[config.mk]
export PLATFORM = sky130hd
export DESIGN_NAME = o_feature_store
export DESIGN_NICKNAME = d
export VERILOG_FILES = /design/src/rtl/o_feature_store.sv
export SDC_FILE = /design/constraint.sdc
export NUM_CORES = 2
export LEC_CHECK = 0
export CAP_MARGIN = 20
export CORE_MARGIN = 4
export CORE_UTILIZATION = 30
export CTS_CLUSTER_SIZE = 20
export DETAILED_ROUTE_END_ITERATION = 8
export HOLD_SLACK_MARGIN = 0.03
export PLACE_DENSITY = 0.51
export SLEW_MARGIN = 20
export SYNTH_ARGS = -nofsm -noshare
export SYNTH_HDL_FRONTEND = slang
export SYNTH_SLANG_ARGS = --single-unit
[constraint.sdc]
create_clock -name clk -period 35 [get_ports clk]
set_input_delay 5.25 -clock clk [delete_from_list [all_inputs] [get_ports clk]]
set_output_delay 5.25 -clock clk [all_outputs]
set_load 0.01 [all_outputs]
[src/rtl/o_feature_store.sv]
`default_nettype none
// ============================================================================
// Module   : o_feature_store
// Purpose  : Buffers CLP output words in a FIFO and writes them to consecutive
//            external addresses under a store command, with bus backpressure.
// Revision : 1.0 - initial release
// ============================================================================
module o_feature_store #(
    parameter int DATA_BUS_WIDTH  = 128,
    parameter int ADDR_WIDTH      = 16,
    parameter int CNT_WIDTH       = 8,
    parameter int FIFO_DEPTH_LOG2 = 4
) (
    input  logic                       clk,
    input  logic                       rst,
    input  logic                       feature_valid,
    input  logic [DATA_BUS_WIDTH-1:0]  feature_in,
    input  logic                       store_enable,
    input  logic [ADDR_WIDTH-1:0]      dst_addr,
    input  logic [CNT_WIDTH-1:0]       store_count,
    output logic [DATA_BUS_WIDTH-1:0]  o_data_bus_port,
    output logic [ADDR_WIDTH-1:0]      o_feature_addr,
    output logic                       o_feature_wr_en,
    input  logic                       i_bus_ready,
    output logic                       store_busy,
    output logic                       store_done,
    output logic [FIFO_DEPTH_LOG2:0]   buf_level,
    output logic                       buf_overflow
);

    localparam int                   c_DEPTH = 1 << FIFO_DEPTH_LOG2;
    localparam logic [FIFO_DEPTH_LOG2:0] c_FULL = (FIFO_DEPTH_LOG2+1)'(c_DEPTH);

    typedef enum logic [1:0] {
        S_IDLE  = 2'd0,
        S_WRITE = 2'd1,
        S_DONE  = 2'd2
    } state_t;

    state_t                       r_state, w_state_next;
    logic [ADDR_WIDTH-1:0]        r_addr, w_addr_next;
    logic [CNT_WIDTH-1:0]         r_rem, w_rem_next;

    logic [DATA_BUS_WIDTH-1:0]    r_mem [c_DEPTH];
    logic [FIFO_DEPTH_LOG2-1:0]   r_wr_ptr, r_rd_ptr;
    logic [FIFO_DEPTH_LOG2:0]     r_level;
    logic                         r_overflow;

    logic w_full, w_empty, w_wr_en, w_xfer, w_push, w_drop;

    assign w_full  = (r_level == c_FULL);
    assign w_empty = (r_level == '0);
    assign w_wr_en = (r_state == S_WRITE) && !w_empty;
    assign w_xfer  = w_wr_en && i_bus_ready;
    // A full FIFO still accepts a word when the head leaves in the same cycle.
    assign w_push  = feature_valid && (!w_full || w_xfer);
    assign w_drop  = feature_valid && !w_push;

    always_ff @(posedge clk) begin
        if (w_push) begin
            r_mem[r_wr_ptr] <= feature_in;
        end
    end

    always_ff @(posedge clk) begin
        if (rst) begin
            r_wr_ptr   <= '0;
            r_rd_ptr   <= '0;
            r_level    <= '0;
            r_overflow <= 1'b0;
        end else begin
            if (w_push) begin
                r_wr_ptr <= r_wr_ptr + 1'b1;
            end
            if (w_xfer) begin
                r_rd_ptr <= r_rd_ptr + 1'b1;
            end
            case ({w_push, w_xfer})
                2'b10:   r_level <= r_level + 1'b1;
                2'b01:   r_level <= r_level - 1'b1;
                default: r_level <= r_level;
            endcase
            if (w_drop) begin
                r_overflow <= 1'b1;
            end
        end
    end

    always_ff @(posedge clk) begin
        if (rst) begin
            r_state <= S_IDLE;
            r_addr  <= '0;
            r_rem   <= '0;
        end else begin
            r_state <= w_state_next;
            r_addr  <= w_addr_next;
            r_rem   <= w_rem_next;
        end
    end

    always_comb begin
        w_state_next = r_state;
        w_addr_next  = r_addr;
        w_rem_next   = r_rem;
        case (r_state)
            S_IDLE: begin
                if (store_enable) begin
                    w_addr_next  = dst_addr;
                    w_rem_next   = store_count;
                    w_state_next = (store_count == '0) ? S_DONE : S_WRITE;
                end
            end
            S_WRITE: begin
                if (w_xfer) begin
                    w_addr_next = r_addr + 1'b1;
                    w_rem_next  = r_rem - 1'b1;
                    if (r_rem == CNT_WIDTH'(1)) begin
                        w_state_next = S_DONE;
                    end
                end
            end
            S_DONE: begin
                w_state_next = S_IDLE;
            end
            default: begin
                w_state_next = S_IDLE;
            end
        endcase
    end

    assign o_feature_wr_en = w_wr_en;
    assign o_data_bus_port = w_wr_en ? r_mem[r_rd_ptr] : '0;
    assign o_feature_addr  = (r_state == S_WRITE) ? r_addr : '0;
    assign store_busy      = (r_state != S_IDLE);
    assign store_done      = (r_state == S_DONE);
    assign buf_level       = r_level;
    assign buf_overflow    = r_overflow;

endmodule
`default_nettype wire
==> metrics.md <==
| Metric | Value |
|---|---|
| Status | finished clean |
| Ys flop type | edfxtp_1 |
| CTS Hold Buffers Added | 0 |
| Tcrit/Tclk final | 36.4% |
| R2R Path End | r_mem[4][125]$_DFFE_PP_ |
| RSZ-0062 raised after global routing | false |
| Worst setup margin | 22.27 ns |
| Buf/Inv on CP | 6 |
| Pins Over Slew Limit | 0 |
| Reg clk slew, reported paths | 0.07 ns |
| CP Capture Point | o_data_bus_port[42] |
| Crit path kind | register to output port |
| Setup_tns | 0 ns |
| Die X | 522 um |
| Clock sink total | 2,092 |
| MaxCap Viol Count | 0 |
| Post_cts resized | 0 |
| Most common cell after layout, fill and taps aside | edfxtp_1 |
| Relative slew margins | 20.7% |
| Largest net degree at the start of global routing | 159 |
| Largest area contributor in the netlist | edfxtp_1 |
| WP depth | 9 |
| Clk buf depth | 3 |
| Most frequent cells in the layout | edfxtp_1, mux4_2, clkdlybuf4s50_1 |
| Post-detail-place hpwl | 103 mm |
| CP top delay family | buffers and inverters |
| Iter 0 DRT Violations | 3,315 |
| Final min period | 12.73 ns |
| H-tree depth | 4 |
| IO Pins | 310 |
| # DRC | 0 |
| Worst R2R Path Depth | 6 |
| Top cell type's share of synthesized area | 77.5% |
| Layout cell share with drive strength beyond 1 | 22.7% |
| Max Fclk | 0.0786 GHz |
| Total grt overflow | 0 |
| Area contributors post-synth | edfxtp_1, mux4_2, a22oi_1 |
| Vias in the first global route | 40,300 |
| Hold crit path type | register to register |
| Final Setup Violations | 0 |
| Most used cell along the critical path | buf_4 |
| Post-synthesis sequential area ratio | 78.6% |
| Die Area | 273,000 um2 |
| Cell count after synthesis | 3,501 |
| Port-buffer cells | 309 |
| Area of the mapped netlist | 79,300 um2 |
| Post-Route WL | 212 mm |
| CTS tree | done |
| Via count | 38,100 |
| CP max FO | 49 |
| First-pass DRT Iterations | 5 |
| Cts bufs inserted | 219 |
| RePlAce Congestion | 0.731 |
| Clock skew | 0.0924 ns |
| Number of core rows | 188 |
| Max VDD drop | 46.9 uV |
| Post-synth cell types | 69 |
| WL/cell | 27.8 um |
| Syn_nets | 3,670 |
| Startpoint Class | register |
| #FFs+latches synth | 2,092 |
| Synthesized area per cell | 22.7 um2 |
| Number of vias per cell | 5.00 |
| Area grow syn2layout | 18.5% |
| # Post-CTS Setup Buffers | 0 |
| Slew @ Worst Pin | 1.19 ns |
| Initial antenna violation count | 52 |
| # nets final | 4,063 |
| Final Power | 5.36 mW |
| Slowest cell on crit path | buf_4 |
| FF-to-FF setup slack | 30.37 ns |
| Die Ht | 522 um |
| P_leak | 27.9 nW |
| Hold Vio Cnt, Final | 0 |
| Clk Latency, worst-skew pair | 0.89 ns |
| Max incr delay on CP | 0.86 ns |
| WP data arrival | 7.48 ns |
| Core ar. | 263,000 um2 |
| Total track usage | 15.3% |
| Pre-CTS WS | 22.60 ns |
| Number of synthesized flops with an enable pin | 2,048 |
| Starting Density | 30.2% |
| CP Capture Type | output port |
| Detail Route Antenna Nets | 0 |
| Power density over cell area | 57.1 nW/um2 |
| R2r startpoint | r_state[0]$_SDFFE_PP0P_ |
| Post-synth ARST share | 0% |
| Fillers | 24,100 |
| First-pass GRT wire length | 301 mm |
| Cell Chain, Critical Path | buf_4 > buf_4 > buf_6 > buf_4 > buf_4 > mux4_2 > a22oi_1 > a21oi_1 > clkdlybuf4s50_1 |
| CP required | 29.75 ns |
| YS warnings | 0 |
| Clock root cell | clkbuf_16 |
## routing by layer
metal	share of wire (%)	track usage (%)	vias up
li1	-	-	15900
met5	0.063	0	-
met3	5.9	3.35	306
met4	2.5	4.52	22
met2	49	25.5	1111
met1	42	20.2	20800
## logic make-up (layout without fill, tap and decap cells)
family | count (synthesis) | in the layout | share of synthesized area (%)
buffers and inverters | 225 | 813 | 1.24
flip-flops | 2092 | 2092 | 78.6
other | 0 | 15 | 0
AO/OA/AOI/OAI | 475 | 475 | 4.08
adder cells (fa/ha/maj) | 12 | 12 | 0.199
multiplexers | 518 | 518 | 14.6
XOR/XNOR | 8 | 8 | 0.0883
AND/OR/NAND/NOR | 171 | 171 | 1.15
## report_power, final
group          internal [mW]  switching [mW]  total, mW
registers               2.79          0.0130       2.80
logic                  0.111           0.151      0.262
clock network           1.30           0.996       2.30
## flip-flops by register name, indices dropped and copies added (netlist names), named ones only
| signal | flops |
|---|---|
| r_rd_ptr | 4 |
| buf_level | 5 |
| buf_overflow | 1 |
| r_state | 2 |
| r_wr_ptr | 4 |
| r_rem | 8 |
| r_mem | 2048 |
| r_addr | 16 |
## through the flow
stage / hold slack, ns / instances / instance area, um2 / utilization, %
after floorplan: 0.453 / 3501 / 79300 / -
after global placement: 0.471 / 7188 / 86700 / 33.0
after detailed placement: 0.464 / 7188 / 86700 / 33.0
after CTS: 0.475 / 7604 / 93900 / 35.7
after global routing: 0.493 / 7612 / 93900 / 35.8
final: 0.481 / 7619 / 94000 / 35.8
## worst min path at each step
| stage | end | start | cells past startpoint |
|---|---|---|---|
| 2_1_floorplan | r_rem[6]$_SDFFE_PP0P_ | r_rem[6]$_SDFFE_PP0P_ | 2 |
| 3_3_place_gp | r_rem[6]$_SDFFE_PP0P_ | r_rem[6]$_SDFFE_PP0P_ | 2 |
| 3_5_place_dp | r_rem[6]$_SDFFE_PP0P_ | r_rem[6]$_SDFFE_PP0P_ | 2 |
| 4_1_cts | r_rem[6]$_SDFFE_PP0P_ | r_rem[6]$_SDFFE_PP0P_ | 2 |
| 5_1_grt | r_rem[6]$_SDFFE_PP0P_ | r_rem[6]$_SDFFE_PP0P_ | 2 |
| 6_report | r_rem[6]$_SDFFE_PP0P_ | r_rem[6]$_SDFFE_PP0P_ | 2 |
## area by class of cell
cell class / count / area [um2] / share of cell area (%)
sequential: 2092 / 62400 / 66.4
timing repair buffer: 381 / 3800 / 4.05
tap: 3515 / 4400 / 4.68
clock buffer: 269 / 5670 / 6.03
inverter: 16 / 60.1 / 0.0639
antenna: 15 / 37.5 / 0.0399
clock inverter: 147 / 1510 / 1.61
multi-input combinational: 1184 / 16100 / 17.1
## synthesized netlist by cell type, drive strengths merged, types with 3 or more instances
master,number
edfxtp,2048
mux4,512
a22oi,255
a21oi,148
buf,127
clkbuf,82
dfxtp,44
nor2,43
nand2,32
and2,21
o21ai,21
inv,16
nand3,15
nor3,13
ha,11
a31oi,9
nor2b,9
nor4,8
a211oi,7
xnor2,6
nand4,4
o32ai,4
or4,4
a311oi,3
a41oi,3
and4,3
mux2,3
mux2i,3
nand2b,3
o211ai,3
or3,3
## worst reg2reg max path: cells and delay by family (launching register included)
kind / cells / cell delay [ns]
compound gates: 1 / 0.51
buf+inv: 2 / 1.77
simple gates: 3 / 1.33
flops: 1 / 0.58
No activity file was read; power rests on OpenSTA's default activity.
